===== src/rtl/int_ctrl.sv =====
// Machine-level interrupt controller: mie/mip registers, int_ext synchronizer,
// fixed-priority selection and a request/acknowledge/return handshake with the core.
module int_ctrl #(
    parameter int SYNC_STAGES = 2
) (
    input  logic        clk,
    input  logic        rst_n,
    input  logic        int_timer,
    input  logic        int_soft,
    input  logic        int_ext,
    input  logic        sel,
    input  logic [15:0] addr,
    input  logic [2:0]  we,
    input  logic [31:0] wdata,
    output logic [31:0] rdata,
    input  logic        global_ie,
    output logic        irq_req,
    output logic [3:0]  irq_cause,
    input  logic        irq_ack,
    input  logic        mret
);

    typedef enum logic [1:0] {IDLE, REQ, SERVICE} state_t;

    localparam logic [31:0] MIE_MASK = 32'h0000_0888;
    localparam logic [15:0] ADDR_MIE = 16'h0000;
    localparam logic [15:0] ADDR_MIP = 16'h0004;

    logic [31:0]            mie_q, mie_d;
    logic [SYNC_STAGES-1:0] ext_sync_q;
    logic                   timer_q, soft_q;
    logic [31:0]            mip, pending;
    logic                   eligible;
    logic [3:0]             cause_d;
    state_t                 state_q;
    logic                   irq_req_q;
    logic [3:0]             irq_cause_q;

    always_comb begin
        mie_d = mie_q;
        if (sel && we[2] && (we[1:0] == 2'b10) && (addr == ADDR_MIE))
            mie_d = wdata & MIE_MASK;
    end

    always_comb begin
        mip     = '0;
        mip[11] = ext_sync_q[SYNC_STAGES-1];
        mip[7]  = timer_q;
        mip[3]  = soft_q;
    end

    assign pending  = mip & mie_q;
    assign eligible = (|pending) && global_ie;

    // External outranks software, which outranks timer.
    always_comb begin
        if (pending[11])     cause_d = 4'd11;
        else if (pending[3]) cause_d = 4'd3;
        else                 cause_d = 4'd7;
    end

    always_comb begin
        rdata = 32'h0;
        if (sel) begin
            if (addr == ADDR_MIE)      rdata = mie_q;
            else if (addr == ADDR_MIP) rdata = mip;
        end
    end

    always_ff @(posedge clk or negedge rst_n) begin
        if (!rst_n) begin
            mie_q      <= '0;
            ext_sync_q <= '0;
            timer_q    <= 1'b0;
            soft_q     <= 1'b0;
        end else begin
            mie_q      <= mie_d;
            ext_sync_q <= {ext_sync_q[SYNC_STAGES-2:0], int_ext};
            timer_q    <= int_timer;
            soft_q     <= int_soft;
        end
    end

    // Cause is captured once on entry to REQ and held until the core acknowledges.
    always_ff @(posedge clk or negedge rst_n) begin
        if (!rst_n) begin
            state_q     <= IDLE;
            irq_req_q   <= 1'b0;
            irq_cause_q <= 4'd0;
        end else begin
            case (state_q)
                IDLE: if (eligible) begin
                    state_q     <= REQ;
                    irq_req_q   <= 1'b1;
                    irq_cause_q <= cause_d;
                end
                REQ: if (irq_ack) begin
                    state_q   <= SERVICE;
                    irq_req_q <= 1'b0;
                end
                SERVICE: if (mret) state_q <= IDLE;
                default: begin
                    state_q   <= IDLE;
                    irq_req_q <= 1'b0;
                end
            endcase
        end
    end

    assign irq_req   = irq_req_q;
    assign irq_cause = irq_cause_q;

endmodule


===== config.mk =====
export PLATFORM = sky130hd
export DESIGN_NAME = int_ctrl
export DESIGN_NICKNAME = d
export VERILOG_FILES = /design/src/rtl/int_ctrl.sv
export SDC_FILE = /design/constraint.sdc
export NUM_CORES = 1
export LEC_CHECK = 0
export CAP_MARGIN = 15
export CORE_UTILIZATION = 28
export DETAILED_ROUTE_END_ITERATION = 8
export GPL_ROUTABILITY_DRIVEN = 0
export PLACE_DENSITY = 0.88
export REMOVE_ABC_BUFFERS = 1
export SKIP_LAST_GASP = 1
export SLEW_MARGIN = 20
export SYNTH_ARGS = -nofsm -noshare
export SYNTH_HDL_FRONTEND = slang
export SYNTH_SLANG_ARGS = --single-unit

===== constraint.sdc =====
create_clock -name clk -period 3.9 [get_ports clk]
set_clock_uncertainty 0.2 [all_clocks]
set_input_delay 0.78 -clock clk [delete_from_list [all_inputs] [get_ports clk]]
set_output_delay 0.78 -clock clk [all_outputs]
set_load 0.05 [all_outputs]

==> flow_summary.json <==
{
  "synth_flop_cell": "dfrtp_1",
  "setup-violations-final": 0,
  "grt_antenna_before_repair": 0,
  "drt_iter0_markers": 13,
  "busiest_layer": "met2",
  "ir_drop_mv": 0.119,
  "worstPathRequired_ns": 2.92,
  "worstPathArrival_ns": 2.11,
  "cts_tree": "done",
  "clk-insertion-delay-late_ns": 0.27,
  "nNetsFinal": 178,
  "cts_resized": 0,
  "pin_count": 97,
  "cts_setup_buffers": 0,
  "die_x_um": 56.0,
  "cts_hold_buf": 0,
  "min_path_cells": 0,
  "synth-edff-count": 0,
  "hpwl_um": 1330,
  "cp-end-kind": "output pin",
  "fmax_mhz": 324,
  "clockPowerShare": 0.250,
  "start_util": 0.296,
  "hold_path.class": "reg -> reg",
  "synthCells": 77,
  "combPwrFrac": 0.316,
  "syn2layout_area_growth_pct": 39.0,
  "netlist_area_sq_um": 816,
  "grt_usage": 0.102,
  "drcViolationCount": 0,
  "num_rows": 19,
  "cts_made_buffers": 3,
  "start_kind": "primary input",
  "async_flop_share": 1.00,
  "critPathSlowestCell": "clkdlybuf4s50_1",
  "max_stage_delay_ns": 0.41,
  "rsz0062_at_grt": "no",
  "clk_path_buf_depth": 2,
  "critPathKind": "in -> out",
  "synth.area.top_cells": "dfrtp_1, buf_4, mux2i_1",
  "p_total_uw": 318,
  "powerDensity_nw_per_um2": 281,
  "seqPwrFrac": 0.434,
  "grt_pass1_wl_um": 2530,
  "maxCapViolCount": 0,
  "vias": 602,
  "stdcell_area_sq_um": 1130,
  "yosysMostFrequentCell": "buf_4",
  "dpl_cell_area_sq_um": 1110,
  "clk_pin_slew_ns": 0.07,
  "h-tree-depth": 1,
  "worst_slew_pin_slew_ns": 0.555,
  "die_area_sq_um": 3130,
  "period_needed_ns": 3.09,
  "crit_chain": "clkdlybuf4s50_1 > nor4_2 > nand4_2 > nor2_1 > buf_4",
  "layout-drive-gt1-share": 0.111,
  "wl_um": 1520,
  "yosys.area.top_type_share": 0.399,
  "wl_per_cell_um": 10.2,
  "port-buffer-count": 38,
  "grt_overflow": 0,
  "ant_nets": 0,
  "grt_max_degree": 14,
  "gr-usage-met1": 0.0926,
  "p_switching_uw": 112,
  "met3_usage": 0.0488,
  "final_util": 0.411,
  "synth_commonest_cells": "buf_4, dfrtp_1, nor2_1, mux2i_1",
  "leakagePower_uw": 0.000540,
  "post-route-period-util": 0.792,
  "dp_cells": 144,
  "routed_via_density": 4.07,
  "setup_tns_ns": 0,
  "die_y_um": 56.0,
  "coreArea_sq_um": 2760,
  "grt_pass1_vias": 597,
  "synth.distinct_cells": 21,
  "yosysSeqAreaShare": 0.399,
  "grtUsageMet2": 0.197,
  "max-slew-margin-rel": 0.629,
  "p_int_uw": 206,
  "drv_slew": 0,
  "ys_warn_count": 0,
  "clock-sinks": 13,
  "synth-seq-cells": 13,
  "syn_area_per_cell_sq_um": 10.6,
  "outcome": "finished, final reports clean",
  "worstPathMaxFanout": 4,
  "finalHoldViolations": 0,
  "yosys.area.top_type": "dfrtp_1",
  "switching_share": 0.353,
  "diodes": 0,
  "root_buffer": "clkbuf_4",
  "finalNonFillerCells": 148,
  "first_pass_iters": 4,
  "ff2ff_path_depth": 3
}
layout make-up:
type                            count  area (sq um)
Clock buffer                        4          26.3
Fill cell                         284          1620
Inverter                            1          3.75
Multi-Input combinational cell     61           367
Sequential cell                    13           325
Tap cell                           31          38.8
Timing Repair Buffer               38           373
path summary, 6_finish.rpt:
path | start | endpoint | slack (ns)
min reg2reg | ext_sync_q[0]$_DFF_PN0_ | ext_sync_q[1]$_DFF_PN0_ | 0.15
max reg2reg | ext_sync_q[1]$_DFF_PN0_ | irq_cause[1]$_DFFE_PN0P_ | 2.40
max | addr[13] | rdata[3] | 0.81
min in group asynchronous | rst_n | irq_req$_DFFE_PN0P_ | 0.67
max in group asynchronous | rst_n | ext_sync_q[0]$_DFF_PN0_ | 2.46
min | ext_sync_q[0]$_DFF_PN0_ | ext_sync_q[1]$_DFF_PN0_ | 0.15
per-stage QoR:
stage	hold slack [ns]	worst slack, ns
CTS	0.155	0.808
global route	0.163	0.717
floorplan	0.131	0.971
finish	0.152	0.811
detailed placement	0.138	0.820
global placement	0.134	0.827
placed cells by master, fill, tap and decap left out, types with 2 or more instances in the layout:
cell and n:
buf_4 3, a21o_1 2, mux2_1 3, nand2_1 3, nor2_1 5, clkbuf_4 3
o21ai_0 2, dfrtp_1 13, clkdlybuf4s50_1 35, nor4_2 3, conb_1 29, mux2i_1 4
state kept, by name, indices dropped and copies added, names as in the netlist:
signal and flops:
soft_q 1, mie_q 3, irq_cause 3, timer_q 1, state_q 2, ext_sync_q 2
irq_req 1
layer usage:
metal / routed length, um / share of wire
met5: 0 / 0
met4: 7 / 0.0046
met3: 200 / 0.13
met2: 851 / 0.56
met1: 457 / 0.30
kinds of logic (layout without fill, tap and decap cells):
group                  count (synthesis)  count (layout)  synth area share
buffers and inverters                 31              43             0.281
and+or+nand+nor                       18              18             0.169
DFF                                   13              13             0.399
AOI/OAI and AO/OA                      7               7            0.0567
muxes                                  7               7            0.0905
other                                  1              29           0.00460
power groups by stage:
stage,clock [uW],combinational (uW),sequential (uW)
after floorplan,0,64.8,141
final,79.5,101,138
after global routing,90.9,105,138
after global placement,0,100,140
after CTS,83.1,101,138
after detailed placement,0,101,141
critical path: cells and delay by family:
family | cells | cell delay (ns)
AND/OR/NAND/NOR | 3 | 0.71
buffers and inverters | 2 | 0.62
No activity file was read; power rests on OpenSTA's default activity.
